[src/rtl/button_defs.sv]
// Shared button and event encodings for the resolver, event generator and UI FSM.
package button_defs;

  localparam logic [3:0] BTN_0     = 4'd0;
  localparam logic [3:0] BTN_1     = 4'd1;
  localparam logic [3:0] BTN_2     = 4'd2;
  localparam logic [3:0] BTN_3     = 4'd3;
  localparam logic [3:0] BTN_ENTER = 4'd4;
  localparam logic [3:0] BTN_LEFT  = 4'd5;
  localparam logic [3:0] BTN_RIGHT = 4'd6;
  localparam logic [3:0] BTN_UP    = 4'd7;
  localparam logic [3:0] BTN_DOWN  = 4'd8;

  localparam int NUM_BUTTONS = 9;

  localparam logic [1:0] EVT_PRESS   = 2'd0;
  localparam logic [1:0] EVT_REPEAT  = 2'd1;
  localparam logic [1:0] EVT_RELEASE = 2'd2;

  // Auto-repeat timing for the 27 MHz board clock: 0.5 s initial delay, 0.1 s period.
  localparam int CLK_HZ                = 27_000_000;
  localparam int HOLD_DELAY_DEFAULT    = CLK_HZ / 2;
  localparam int REPEAT_PERIOD_DEFAULT = CLK_HZ / 10;

  typedef enum logic [1:0] {
    ST_IDLE,
    ST_HOLD,
    ST_REPEAT
  } btn_state_t;

  function automatic int max_int(input int a, input int b);
    return (a > b) ? a : b;
  endfunction

endpackage

[src/rtl/button_event_fifo.sv]
// First-word-fall-through event queue with a sticky overflow flag for dropped pushes.
module button_event_fifo #(
  parameter int WIDTH = 6,
  parameter int DEPTH = 4
) (
  input  logic             clk,
  input  logic             reset,
  input  logic             push,
  input  logic [WIDTH-1:0] din,
  output logic             full,
  input  logic             pop,
  output logic [WIDTH-1:0] dout,
  output logic             valid,
  output logic             overflow
);

  localparam int PTR_W = $clog2(DEPTH);
  localparam int CNT_W = PTR_W + 1;

  logic [WIDTH-1:0] mem [DEPTH];
  logic [PTR_W-1:0] wr_ptr, rd_ptr;
  logic [CNT_W-1:0] count;
  logic             ovf_q;
  logic             do_push, do_pop, drop;

  assign valid    = (count != '0);
  assign full     = (count == CNT_W'(DEPTH));
  assign overflow = ovf_q;

  // A pop on an empty queue is ignored, so a simultaneous push just lands.
  assign do_pop  = pop & valid;
  assign do_push = push & (~full | do_pop);
  assign drop    = push & full & ~do_pop;

  // NOTE: sequential state uses non-blocking assignments so every register
  // samples the pre-edge values, independent of statement order.
  always_ff @(posedge clk or posedge reset) begin
    if (reset) begin
      wr_ptr <= '0;
      rd_ptr <= '0;
      count  <= '0;
      ovf_q  <= 1'b0;
    end else begin
      if (do_push) wr_ptr <= wr_ptr + PTR_W'(1);
      if (do_pop)  rd_ptr <= rd_ptr + PTR_W'(1);
      case ({do_push, do_pop})
        2'b10:   count <= count + CNT_W'(1);
        2'b01:   count <= count - CNT_W'(1);
        default: count <= count;
      endcase
      if (drop) ovf_q <= 1'b1;
    end
  end

  // NOTE: storage is deliberately not reset; entries are only ever read
  // behind the count, and the head is forced to zero while empty.
  always_ff @(posedge clk) begin
    if (do_push) mem[wr_ptr] <= din;
  end

  assign dout = valid ? mem[rd_ptr] : '0;

endmodule

[src/rtl/button_event_generator.sv]
// Turns resolved button lines into PRESS / REPEAT / RELEASE events queued for the UI FSM.
module button_event_generator
  import button_defs::*;
#(
  parameter int HOLD_DELAY    = HOLD_DELAY_DEFAULT,
  parameter int REPEAT_PERIOD = REPEAT_PERIOD_DEFAULT,
  parameter bit REPEAT_EN     = 1'b1,
  parameter int FIFO_DEPTH    = 4
) (
  input  logic       clk,
  input  logic       reset,
  input  logic       button0_in,
  input  logic       button1_in,
  input  logic       button2_in,
  input  logic       button3_in,
  input  logic       button_enter_in,
  input  logic       button_left_in,
  input  logic       button_right_in,
  input  logic       button_up_in,
  input  logic       button_down_in,
  output logic       event_valid,
  input  logic       event_ready,
  output logic [3:0] event_code,
  output logic [1:0] event_type,
  output logic       button_held,
  output logic       overflow
);

  localparam int CNT_W = $clog2(max_int(HOLD_DELAY, REPEAT_PERIOD));
  localparam logic [CNT_W-1:0] HOLD_LOAD   = CNT_W'(HOLD_DELAY - 1);
  localparam logic [CNT_W-1:0] REPEAT_LOAD = CNT_W'(REPEAT_PERIOD - 1);

  logic [NUM_BUTTONS-1:0] btn_vec;
  logic                   one_hot;
  logic [3:0]             enc_code;

  btn_state_t             state_q, state_d;
  logic [3:0]             code_q, code_d;
  logic [CNT_W-1:0]       cnt_q, cnt_d;
  logic                   push;
  logic [3:0]             push_code;
  logic [1:0]             push_type;
  logic [5:0]             fifo_dout;
  logic                   fifo_full;

  // Bit position equals the button code.
  assign btn_vec = {button_down_in, button_up_in, button_right_in, button_left_in,
                    button_enter_in, button3_in, button2_in, button1_in, button0_in};
  assign one_hot = $onehot(btn_vec);

  always_comb begin
    enc_code = '0;
    for (int i = 0; i < NUM_BUTTONS; i++) begin
      if (btn_vec[i]) enc_code = 4'(i);
    end
  end

  // NOTE: every output of this block gets a default first so no path
  // leaves a signal unassigned and infers a latch.
  always_comb begin
    state_d   = state_q;
    code_d    = code_q;
    cnt_d     = cnt_q;
    push      = 1'b0;
    push_code = code_q;
    push_type = EVT_PRESS;
    case (state_q)
      ST_IDLE: begin
        if (one_hot) begin
          code_d    = enc_code;
          push      = 1'b1;
          push_code = enc_code;
          push_type = EVT_PRESS;
          cnt_d     = HOLD_LOAD;
          state_d   = ST_HOLD;
        end
      end
      ST_HOLD, ST_REPEAT: begin
        if (!btn_vec[code_q]) begin
          push      = 1'b1;
          push_type = EVT_RELEASE;
          state_d   = ST_IDLE;
        end else if (cnt_q != '0) begin
          cnt_d = cnt_q - CNT_W'(1);
        end else if (REPEAT_EN) begin
          push      = 1'b1;
          push_type = EVT_REPEAT;
          cnt_d     = REPEAT_LOAD;
          state_d   = ST_REPEAT;
        end
      end
      default: state_d = ST_IDLE;
    endcase
  end

  always_ff @(posedge clk or posedge reset) begin
    if (reset) begin
      state_q <= ST_IDLE;
      code_q  <= '0;
      cnt_q   <= '0;
    end else begin
      state_q <= state_d;
      code_q  <= code_d;
      cnt_q   <= cnt_d;
    end
  end

  assign button_held = (state_q != ST_IDLE);

  button_event_fifo #(
    .WIDTH(6),
    .DEPTH(FIFO_DEPTH)
  ) u_fifo (
    .clk      (clk),
    .reset    (reset),
    .push     (push),
    .din      ({push_code, push_type}),
    .full     (fifo_full),
    .pop      (event_ready),
    .dout     (fifo_dout),
    .valid    (event_valid),
    .overflow (overflow)
  );

  assign event_code = fifo_dout[5:2];
  assign event_type = fifo_dout[1:0];

endmodule

[config.mk]
export PLATFORM = sky130hd
export DESIGN_NAME = button_event_generator
export DESIGN_NICKNAME = d
export VERILOG_FILES = /design/src/rtl/button_defs.sv /design/src/rtl/button_event_fifo.sv /design/src/rtl/button_event_generator.sv
export SDC_FILE = /design/constraint.sdc
export NUM_CORES = 1
export LEC_CHECK = 0
export CAP_MARGIN = 20
export CORE_ASPECT_RATIO = 1.1
export CORE_UTILIZATION = 53
export CTS_CLUSTER_DIAMETER = 40
export DETAILED_ROUTE_END_ITERATION = 12
export PLACE_DENSITY = 0.8
export SLEW_MARGIN = 30
export SYNTH_ARGS = -nofsm -noshare
export SYNTH_HDL_FRONTEND = slang
export SYNTH_HIERARCHICAL = 1
export SYNTH_SLANG_ARGS = --single-unit
[constraint.sdc]
create_clock -name clk -period 3.4 [get_ports clk]
set_clock_uncertainty 0.05 [all_clocks]
set_input_delay 0.68 -clock clk [delete_from_list [all_inputs] [get_ports clk]]
set_output_delay 0.68 -clock clk [all_outputs]
set_load 0.02 [all_outputs]
==> impl_metrics.tcl <==
set metrics [dict create \
    finalNetCount 456 \
    crit_path_start "button0_in" \
    first_pass_iters 5 \
    fp.coreArea_um2 6670 \
    worstPathMaxFanout 2 \
    area_delta_synth_final_pct 38.7 \
    drv_slew 0 \
    fill_cells 391 \
    overflow 0 \
    tritoncts "done" \
    setup_violations 76 \
    final_cell_mix "60 x buf_4, 38 x dfrtp_1, 28 x inv_1, 24 x edfxtp_1, 16 x clkdlybuf4s50_1" \
    cp_data_required_time_ns 3.60 \
    clock_sinks 62 \
    io_buffers 20 \
    critical_path_arrival_ns 4.97 \
    chipWidth_um 81.6 \
    max_slew_margin 0.562 \
    io_pins 21 \
    min_path_type "flop to flop" \
    syn_area_um2 3700 \
    synthesis.nets 369 \
    critPathSlowestCell "fa_1" \
    clk_pin_slew_ns 0.07 \
    fin_ws_ns -1.37 \
    cts_buffers 9 \
    synthCells 340 \
    hold_ws_ns 0.437 \
    max-clock-path-buffers 2 \
    clkLatencyLatePin_ns 0.36 \
    endpoint "u_fifo/count[1]" \
    grt_max_degree 31 \
    drc 0 \
    status "finished with violations" \
    ctsHoldBuffers 0 \
    antenna_found_initial 0 \
    synth_warnings 6 \
    rsz0062_at_grt "yes" \
    cp-end-kind "flop" \
    fp-row-count 31 \
    design.die.area_um2 7310 \
    vias_per_cell 6.48 \
    fmax_mhz 210 \
    r2r_end "u_fifo/count[1]" \
    start_util 0.554 \
    cp_top_family "adder cells" \
    antenna_cells 0 \
    reg2regPathDepth 11 \
    worstSetupPathType "input pin to flop" \
    cp_num_buf_inv 4 \
    cpPeakStageDelay_ns 0.55 \
    stdcell_count 514 \
    dp_cells 460 \
    grt_pass1_vias 3287 \
    grt_pass1_wl_um 17100 \
    cp_cell_sequence "buf_12 -> inv_8 -> fa_1 -> fa_1 -> fa_1 -> inv_2 -> fa_2 -> inv_2 -> fa_2 -> nand2_2 -> or3_4 -> a21oi_4 -> nand3b_1 -> fa_2 -> o21ba_4 -> o211ai_1 -> a22oi_1" \
    avgSynthCellArea_um2 10.9 \
    drv_cap 0 \
    cts_root_buf "clkbuf_8" \
    tns_ns -65.85 \
    ant_nets 0 \
    cts-htree-levels 3 \
    start_kind "input pin" \
    cp.depth 17 \
    avgRoutedWirePerCell_um 21.0 \
    worst_pin_slew_ns 0.648 \
    dp.final_hpwl_um 6220 \
    dr.first_iter.drc_count 295 \
    irDropWorstVdd_uv 596 \
    power_density_nw_per_um2 918 \
    reg2reg_from "code_q[2]" \
    routabilityCongestion 0.877 \
    violations "negative setup slack" \
    grt.total_usage 0.327 \
    p_leak_nw 2.08 \
    ff2ff_setup_slack_ns 0.17 \
    fin_crit_sh 1.40 \
    finalHoldViolCount 0 \
    final_common_cell "buf_4" \
    die_h_um 89.6 \
    fin_crit_ns 4.77 \
    wl_um 10800 \
    drive_gt1_frac 0.384 \
    vias 3331 \
    power_mw 4.70 \
]
-- worst reg2reg max path: stages, from the launching register on --
cell      delay, ns
dfrtp_1        0.52
mux4_2         0.54
a21boi_0       0.28
a21o_1         0.17
o21ai_0        0.11
buf_4          0.16
a21oi_4        0.12
nand3b_1       0.16
fa_2           0.48
o21ba_4        0.24
o211ai_1       0.07
a22oi_1        0.24
-- what timing repair did --
item                                    4_1_cts  5_1_grt
gates resized for setup                      43       45
cloned                                        0        0
setup buffers                                45       14
hold endpoints to repair                      0        0
endpoints found under the setup margin       76       76
pin swaps                                    22       26
-- how the worst min path moves through the flow --
stage                     depth (start not counted)  slack (ns)               to            start
after floorplan                                   1        0.42        cnt_q[22]        cnt_q[22]
after global placement                            1        0.43  u_fifo/overflow  u_fifo/overflow
after detailed placement                          1        0.43  u_fifo/overflow  u_fifo/overflow
after CTS                                         1        0.45  u_fifo/overflow  u_fifo/overflow
after global routing                              1        0.47  u_fifo/overflow  u_fifo/overflow
final                                             1        0.44  u_fifo/overflow  u_fifo/overflow
-- final cells by class --
class / count / area, um2 / area share
sequential: 62 / 1670 / 0.326
timing repair buffer: 93 / 837 / 0.163
multi-input combinational: 227 / 2180 / 0.425
tap: 82 / 103 / 0.0200
clock inverter: 4 / 46.3 / 0.00903
inverter: 34 / 138 / 0.0268
clock buffer: 12 / 155 / 0.0303
-- where the power goes --
part	total, mW	leakage (nW)	internal [mW]	switching [mW]
logic	2.75	1.34	1.31	1.43
registers	1.28	0.645	1.04	0.243
clock network	0.678	0.100	0.375	0.303
total	4.70	2.08	2.73	1.98
-- flip-flops by register name, indices dropped and copies added (netlist names) --
register / count
u_fifo/overflow: 1
code_q: 4
u_fifo/count: 3
u_fifo/rd_ptr: 2
cnt_q: 24
state_q: 2
u_fifo/wr_ptr: 2
u_fifo/mem: 24
-- per-layer routing --
metal / part of all wire / vias up / track usage / wire (um)
met3: 0.056 / 62 / 0.0859 / 607
met5: 0 / - / 0 / 0
li1: - / 1475 / - / -
met2: 0.51 / 168 / 0.570 / 5550
met1: 0.37 / 1626 / 0.364 / 4000
met4: 0.060 / 0 / 0.177 / 651
-- metrics by stage --
stage                     setup slack, ns  area, um2   util
after floorplan                     -1.52       3870      -
after global placement              -1.97       4330  0.649
after detailed placement            -2.11       4330  0.649
after CTS                           -1.37       4890  0.733
after global routing                -1.45       5130  0.769
final                               -1.37       5130  0.769
(Power assumes the default switching activity.)
